`src/rtl/wb_writeback_arbiter_pkg.sv`:
```
`default_nettype none
// ============================================================================
// Module   : wb_pkg
// Purpose  : Shared widths and the write-back request record for the
//            register-file write-port arbiter.
// Revision : 1.0 - initial release
// ============================================================================
package wb_pkg;

    localparam int XLEN         = 64;
    localparam int REG_ADDR_W   = 5;
    localparam int STARVE_LIMIT = 3;

    typedef struct packed {
        logic [REG_ADDR_W-1:0] rd;
        logic [XLEN-1:0]       data;
    } wb_req_t;

    // x0 is hardwired to zero, so writes to it are dropped.
    function automatic logic is_x0(input logic [REG_ADDR_W-1:0] rd);
        return (rd == '0);
    endfunction

endpackage
`default_nettype wire

```
`src/rtl/wb_writeback_arbiter_fifo.sv`:
```
`default_nettype none
// ============================================================================
// Module   : wb_fifo
// Purpose  : Synchronous FIFO of write-back requests with occupancy count.
//            DEPTH must be a power of two so the pointers wrap naturally.
// Revision : 1.0 - initial release
// ============================================================================
module wb_fifo
    import wb_pkg::*;
#(
    parameter int DEPTH = 2
) (
    input  logic                       clk,
    input  logic                       reset,
    input  logic                       i_push,
    input  wb_req_t                    i_din,
    input  logic                       i_pop,
    output wb_req_t                    o_dout,
    output logic                       o_full,
    output logic                       o_empty,
    output logic [$clog2(DEPTH):0]     o_count
);

    localparam int                 c_PTR_W = (DEPTH > 1) ? $clog2(DEPTH) : 1;
    localparam int                 c_CNT_W = $clog2(DEPTH) + 1;
    localparam logic [c_CNT_W-1:0] c_DEPTH = c_CNT_W'(DEPTH);

    wb_req_t              r_mem [DEPTH];
    logic [c_PTR_W-1:0]   r_wr_ptr;
    logic [c_PTR_W-1:0]   r_rd_ptr;
    logic [c_CNT_W-1:0]   r_count;
    logic                 w_push;
    logic                 w_pop;

    assign o_full  = (r_count == c_DEPTH);
    assign o_empty = (r_count == '0);
    assign o_count = r_count;
    assign o_dout  = r_mem[r_rd_ptr];

    assign w_push = i_push && !o_full;
    assign w_pop  = i_pop  && !o_empty;

    always_ff @(posedge clk) begin
        if (reset) begin
            r_wr_ptr <= '0;
            r_rd_ptr <= '0;
            r_count  <= '0;
        end else begin
            if (w_push) begin
                r_mem[r_wr_ptr] <= i_din;
                r_wr_ptr        <= r_wr_ptr + 1'b1;
            end
            if (w_pop) begin
                r_rd_ptr <= r_rd_ptr + 1'b1;
            end
            case ({w_push, w_pop})
                2'b10:   r_count <= r_count + 1'b1;
                2'b01:   r_count <= r_count - 1'b1;
                default: r_count <= r_count;
            endcase
        end
    end

endmodule
`default_nettype wire

```
`src/rtl/wb_writeback_arbiter.sv`:
```
`default_nettype none
// ============================================================================
// Module   : wb_writeback_arbiter
// Purpose  : Arbitrates ALU and load results onto the single register-file
//            write port; ALU results wait in a small FIFO. Optional
//            write-port bypass compare enabled by WB_BYPASS_EN.
// Revision : 1.0 - initial release
// ============================================================================
module wb_writeback_arbiter #(
    parameter int XLEN         = wb_pkg::XLEN,
    parameter int BUF_DEPTH    = 2,
    parameter int STARVE_LIMIT = wb_pkg::STARVE_LIMIT
) (
    input  logic                          clk,
    input  logic                          reset,
    input  logic                          alu_valid,
    output logic                          alu_ready,
    input  logic [wb_pkg::REG_ADDR_W-1:0] alu_rd,
    input  logic [XLEN-1:0]               alu_data,
    input  logic                          mem_valid,
    output logic                          mem_ready,
    input  logic [wb_pkg::REG_ADDR_W-1:0] mem_rd,
    input  logic [XLEN-1:0]               mem_data,
    output logic                          rf_we,
    output logic [wb_pkg::REG_ADDR_W-1:0] rf_rd,
    output logic [XLEN-1:0]               rf_wdata,
    input  logic [wb_pkg::REG_ADDR_W-1:0] rs1,
    input  logic [wb_pkg::REG_ADDR_W-1:0] rs2,
    output logic                          byp1_hit,
    output logic                          byp2_hit,
    output logic [XLEN-1:0]               byp1_data,
    output logic [XLEN-1:0]               byp2_data,
    output logic [$clog2(BUF_DEPTH):0]    fifo_count
);

    import wb_pkg::*;

    localparam int                    c_STARVE_W   = (STARVE_LIMIT > 0) ? $clog2(STARVE_LIMIT + 1) : 1;
    localparam logic [c_STARVE_W-1:0] c_STARVE_MAX = c_STARVE_W'(STARVE_LIMIT);

    localparam logic [0:0] c_ST_MEM_PRI   = 1'b0;
    localparam logic [0:0] c_ST_ALU_FORCE = 1'b1;

    logic [c_STARVE_W-1:0] r_starve_cnt;
    logic [0:0]            w_state;
    wb_req_t               w_alu_req;
    wb_req_t               w_head;
    wb_req_t               w_win_req;
    logic                  w_full;
    logic                  w_empty;
    logic                  w_alu_push;
    logic                  w_alu_pop;
    logic                  w_mem_win;
    logic                  w_win_valid;

    // Arbitration mode is a pure decode of the starvation counter.
    assign w_state = (r_starve_cnt == c_STARVE_MAX) ? c_ST_ALU_FORCE : c_ST_MEM_PRI;

    assign alu_ready  = !w_full;
    assign w_alu_push = alu_valid && !w_full && !reset;
    assign w_alu_req  = '{rd: alu_rd, data: alu_data};

    assign w_mem_win = mem_valid && (w_state == c_ST_MEM_PRI) && !reset;
    assign mem_ready = w_mem_win;
    // Empty is registered, so a same-cycle push is never popped straight through.
    assign w_alu_pop = !w_mem_win && !w_empty && !reset;

    assign w_win_valid = w_mem_win || w_alu_pop;
    assign w_win_req   = w_mem_win ? wb_req_t'{rd: mem_rd, data: mem_data} : w_head;

    wb_fifo #(
        .DEPTH (BUF_DEPTH)
    ) u_fifo (
        .clk     (clk),
        .reset   (reset),
        .i_push  (w_alu_push),
        .i_din   (w_alu_req),
        .i_pop   (w_alu_pop),
        .o_dout  (w_head),
        .o_full  (w_full),
        .o_empty (w_empty),
        .o_count (fifo_count)
    );

    always_ff @(posedge clk) begin
        if (reset || w_empty || w_alu_pop) begin
            r_starve_cnt <= '0;
        end else if (w_mem_win) begin
            r_starve_cnt <= r_starve_cnt + 1'b1;
        end
    end

    // x0 results are still consumed upstream but never reach the register file.
    always_ff @(posedge clk) begin
        if (reset) begin
            rf_we    <= 1'b0;
            rf_rd    <= '0;
            rf_wdata <= '0;
        end else if (w_win_valid && !is_x0(w_win_req.rd)) begin
            rf_we    <= 1'b1;
            rf_rd    <= w_win_req.rd;
            rf_wdata <= w_win_req.data;
        end else begin
            rf_we    <= 1'b0;
        end
    end

`ifdef WB_BYPASS_EN
    // Covers the posedge-to-negedge window before the register file updates.
    assign byp1_hit  = rf_we && (rf_rd == rs1) && (rs1 != '0);
    assign byp2_hit  = rf_we && (rf_rd == rs2) && (rs2 != '0);
    assign byp1_data = rf_wdata;
    assign byp2_data = rf_wdata;
`else
    logic w_unused_rs;
    assign w_unused_rs = ^{rs1, rs2};
    assign byp1_hit    = 1'b0;
    assign byp2_hit    = 1'b0;
    assign byp1_data   = '0;
    assign byp2_data   = '0;
`endif

endmodule
`default_nettype wire

```
`config.mk`:
```
export PLATFORM = sky130hd
export DESIGN_NAME = wb_writeback_arbiter
export DESIGN_NICKNAME = d
export VERILOG_FILES = /design/src/rtl/wb_writeback_arbiter_pkg.sv /design/src/rtl/wb_writeback_arbiter_fifo.sv /design/src/rtl/wb_writeback_arbiter.sv
export SDC_FILE = /design/constraint.sdc
export NUM_CORES = 1
export LEC_CHECK = 0
export BUFFER_PORTS_ARGS = -buffer_cell sky130_fd_sc_hd__buf_2
export CAP_MARGIN = 20
export CORE_UTILIZATION = 50
export DETAILED_ROUTE_END_ITERATION = 10
export GPL_TIMING_DRIVEN = 0
export PLACE_DENSITY = 0.81
export RECOVER_POWER = 25
export SYNTH_ARGS = -nofsm -noshare
export SYNTH_HDL_FRONTEND = slang
export SYNTH_SLANG_ARGS = --single-unit
```
`constraint.sdc`:
```
create_clock -name clk -period 5.5 [get_ports clk]
set_input_delay 0.55 -clock clk [delete_from_list [all_inputs] [get_ports clk]]
set_output_delay 0.55 -clock clk [all_outputs]
set_load 0.01 [all_outputs]
```
==> impl_summary.log <==
[metrics] outcome: completed
[metrics] fillers: 1464
[metrics] dpl ws: 2.775 ns
[metrics] clock tree from TritonCTS: yes
[metrics] residual overflow from global routing: 0
[metrics] normalized max-slew margin: 46.80%
[metrics] transition time at the pin with the least slew margin: 0.7980 ns
[metrics] drt initial violations: 269
[metrics] setup violation total in the final timing report: 0
[metrics] total setup buffers inserted after CTS: 0
[metrics] cell-by-cell trace of the critical path: clkbuf_1 -> buf_2 -> buf_1 -> mux2i_1 -> nand2_1 -> o21ai_0 -> mux2i_1
[metrics] number of max-cap violations: 0
[metrics] post-synthesis instance area: 9514 µm²
[metrics] adder-cell share of the synthesized area: 0.2630%
[metrics] post-layout util: 65.30%
[metrics] relative area change from synthesis to final layout: 28.38%
[metrics] Die Wd: 139.9 µm
[metrics] Worst Setup Slack, final: 3.109 ns
[metrics] area of placed instances: 11460 µm²
[metrics] total clock buffers created by CTS: 22
[metrics] share of synthesized cell area in and, or, nand and nor gates: 8.259%
[metrics] standby leakage power: 5.373 nW
[metrics] syn_area_per_cell: 12.31 µm²
[metrics] number of levels in the clock H-tree: 1
[metrics] R2R cell count: 7
[metrics] global-route wire length before repair: 33310 µm
[metrics] gr usage total: 21.76%
[metrics] peak supply drop: 0.2428 mV
[metrics] cell count after synthesis: 773
[metrics] area of the die: 19580 µm²
[metrics] sort of element at the end of the critical path: register
[metrics] Final TNS setup: 0 ns
[metrics] Tcrit/Tclk final: 43.47%
[metrics] number of stages on the worst setup path: 7
[metrics] buffers from clock root to sink, at most: 3
[metrics] average wire length per cell after detail routing: 15.46 µm
[metrics] required time of the critical path: 5.88 ns
[metrics] Port Buf Inserts: 215
[metrics] post-synthesis sequential area ratio: 59.76%
[metrics] combinational family with the most area after synthesis: multiplexers
[metrics] number of placed I/O pins: 356
[metrics] number of buffers and inverters on the critical path: 3
[metrics] 1st-pass router iterations: 4
[metrics] Clock Sink Count: 215
[metrics] standard cell with the maximum stage delay on the critical path: sky130_fd_sc_hd__buf_1
[metrics] delay contributed by the slowest stage of the critical path: 0.62 ns
[metrics] mux contribution to synthesized area: 14.20%
[metrics] unique cell type count in the Yosys netlist: 31
[metrics] Hold/Removal Path Class: in2reg
[metrics] via/cell ratio: 4.701
[metrics] number of pins with negative max-slew slack in the final report: 0
[metrics] Core ar.: 18710 µm²
[metrics] post-cts hold buffer count: 0
[metrics] layout cell share with drive strength beyond 1: 33.16%
[metrics] setup repair after global routing missed its margin: false
[metrics] Crit Path Category: reg2reg
[metrics] CP delay by family, top: buffers and inverters
[metrics] number of gates resized after cts: 0
[metrics] Hold Vio Cnt, Final: 0
[metrics] clock slew at the register clock pins of the worst setup and hold paths: 0.06 ns
[metrics] count of unresolved DRC violations after routing: 0
[metrics] placer's final routability congestion estimate: 0.7664
[metrics] final instance area: 12210 µm²
[metrics] fraction of synthesized cell area in xor and xnor cells: 0.3682%
[metrics] Std-Cell Rows: 50
[metrics] Yosys warnings: 0
[metrics] worst skew pair latency: 0.49 ns
[metrics] Critical Path Source Type: register
[metrics] launch instance of the worst min-delay path: alu_data[2]
[metrics] overall die height: 139.9 µm
[metrics] half-perimeter wire length after detailed placement: 15790 µm
[metrics] power per cell area: 333.2 nW/µm²
[metrics] complex-gate fraction of the synthesized area: 4.669%
[metrics] worst-path fanout max: 10
[metrics] drt total wl: 21600 µm
[metrics] flip-flop and latch count after synthesis: 215
[metrics] worst hold path depth: 1
[metrics] Post-layout nets: 1299
[metrics] Fmax: 418.3 MHz
[metrics] Starting Density: 50.86%
[metrics] Setup Skew: 0.01123 ns
[metrics] largest net degree at the start of global routing: 32
[metrics] number of global-route vias before repair: 6596
[metrics] cell at the root of the clock tree: sky130_fd_sc_hd__clkbuf_16
[metrics] antenna violations before repair: 4
[metrics] remaining number of nets flagged by the antenna check after routing: 0
[metrics] data arrival time of the critical path: 2.77 ns
[metrics] minimum period implied by the final worst setup slack: 2.391 ns
[metrics] CP most frequent cell: sky130_fd_sc_hd__mux2i_1
[metrics] number of vias after detailed routing: 6567
## report_power, final
group	total, mW	switching, mW	internal (mW)
Clock	1.53	0.601	0.930
Combinational	0.632	0.343	0.289
Sequential	1.91	0.0556	1.85
Total	4.07	0.999	3.07
## synth_stat cells
library cell               number  area (µm²)
sky130_fd_sc_hd__nand3_1        1       5.000
sky130_fd_sc_hd__buf_2          7       35.03
sky130_fd_sc_hd__ha_1           2       25.02
sky130_fd_sc_hd__nor3b_1        2       15.01
sky130_fd_sc_hd__o21ai_0       71       355.3
sky130_fd_sc_hd__o32ai_1        2       17.52
sky130_fd_sc_hd__or3b_1         1       8.760
sky130_fd_sc_hd__buf_1          6       22.52
sky130_fd_sc_hd__a31oi_1        1       6.260
sky130_fd_sc_hd__nand2b_1      66       412.9
sky130_fd_sc_hd__or4_4          1       11.26
sky130_fd_sc_hd__a21o_1         1       7.510
sky130_fd_sc_hd__nand3b_1       1       7.510
sky130_fd_sc_hd__edfxtp_1     138        4144
sky130_fd_sc_hd__o31ai_1        1       7.510
sky130_fd_sc_hd__conb_1         1       3.750
sky130_fd_sc_hd__nand2_1       71       266.5
sky130_fd_sc_hd__nor2_1         8       30.03
sky130_fd_sc_hd__nand4_1        1       6.260
sky130_fd_sc_hd__or3_1          2       12.51
sky130_fd_sc_hd__buf_4        130       975.9
sky130_fd_sc_hd__mux2i_1      135        1351
sky130_fd_sc_hd__xor2_1         1       8.760
sky130_fd_sc_hd__clkbuf_1      22       82.58
sky130_fd_sc_hd__o211ai_1       2       15.01
sky130_fd_sc_hd__buf_6          4       45.04
sky130_fd_sc_hd__dfxtp_1       77        1541
sky130_fd_sc_hd__xnor2_1        3       26.28
sky130_fd_sc_hd__nor3_1         2       10.01
sky130_fd_sc_hd__a21oi_1        7       35.03
sky130_fd_sc_hd__inv_1          6       22.52
## routing by layer
layer | wire length [µm] | track usage, %
met5 | 28 | 0
met4 | 442 | 7.577
met1 | 7808 | 23.24
met2 | 11500 | 40.84
met3 | 1822 | 6.085
## kinds of logic (layout without fill, tap and decap cells)
family,after synthesis,after routing
xor+xnor,4,4
compound gates,85,85
mux,135,135
simple gates,156,156
buf+inv,175,434
other cells,1,132
flops,215,215
fa+ha+maj,2,2
## cell usage in the layout (no fill, tap or decap), types with 3 or more instances in the layout
| cell | count |
|---|---|
| sky130_fd_sc_hd__a21oi_1 | 7 |
| sky130_fd_sc_hd__clkbuf_1 | 38 |
| sky130_fd_sc_hd__buf_4 | 130 |
| sky130_fd_sc_hd__o21ai_0 | 71 |
| sky130_fd_sc_hd__edfxtp_1 | 138 |
| sky130_fd_sc_hd__mux2i_1 | 135 |
| sky130_fd_sc_hd__nor2_1 | 6 |
| sky130_fd_sc_hd__buf_2 | 210 |
| sky130_fd_sc_hd__xnor2_1 | 3 |
| sky130_fd_sc_hd__buf_1 | 6 |
| sky130_fd_sc_hd__conb_1 | 130 |
| sky130_fd_sc_hd__dfxtp_1 | 77 |
| sky130_fd_sc_hd__buf_12 | 4 |
| sky130_fd_sc_hd__clkbuf_16 | 24 |
| sky130_fd_sc_hd__nand2b_1 | 66 |
| sky130_fd_sc_hd__buf_6 | 4 |
| sky130_fd_sc_hd__nand2_1 | 71 |
| sky130_fd_sc_hd__clkbuf_8 | 3 |
| sky130_fd_sc_hd__inv_1 | 6 |
## layout make-up
type	count	area [µm²]	area share, %
diodes	2	5.005	0.04098
repair buffers	219	1141	9.342
clock buffers	31	656.9	5.378
well taps	234	292.8	2.397
clock inverters	9	105.1	0.8605
plain buffers	169	1161	9.506
inverters	6	22.52	0.1844
multi-input cells	512	3144	25.74
flip-flops and latches	215	5685	46.55
## state kept, by name (all words and copies together), names as in the netlist, named ones only
register,flops
u_fifo.r_rd_ptr,1
rf_wdata,64
rf_we,1
r_starve_cnt,2
u_fifo.r_mem,138
u_fifo.o_count,2
u_fifo.r_wr_ptr,1
rf_rd,5
## path summary, 6_finish.rpt
kind         slack, ns            endpoint
max reg2reg       3.11        rf_wdata[45]
max               3.11        rf_wdata[45]
min reg2reg       0.46     r_starve_cnt[0]
min               0.24  u_fifo.r_mem[1][2]
## through the flow
| step | hold slack, ns | total power [mW] | instances |
|---|---|---|---|
| after detailed placement | 0.4508 | 2.571 | 1355 |
| after CTS | 0.2240 | 4.100 | 1395 |
| final | 0.2410 | 4.070 | 1397 |
| after floorplan | 0.4084 | 2.342 | 902 |
| after global placement | 0.4155 | 2.549 | 1351 |
| after global routing | 0.2226 | 4.234 | 1397 |
Note: power is estimated with default switching activity, not from simulation.
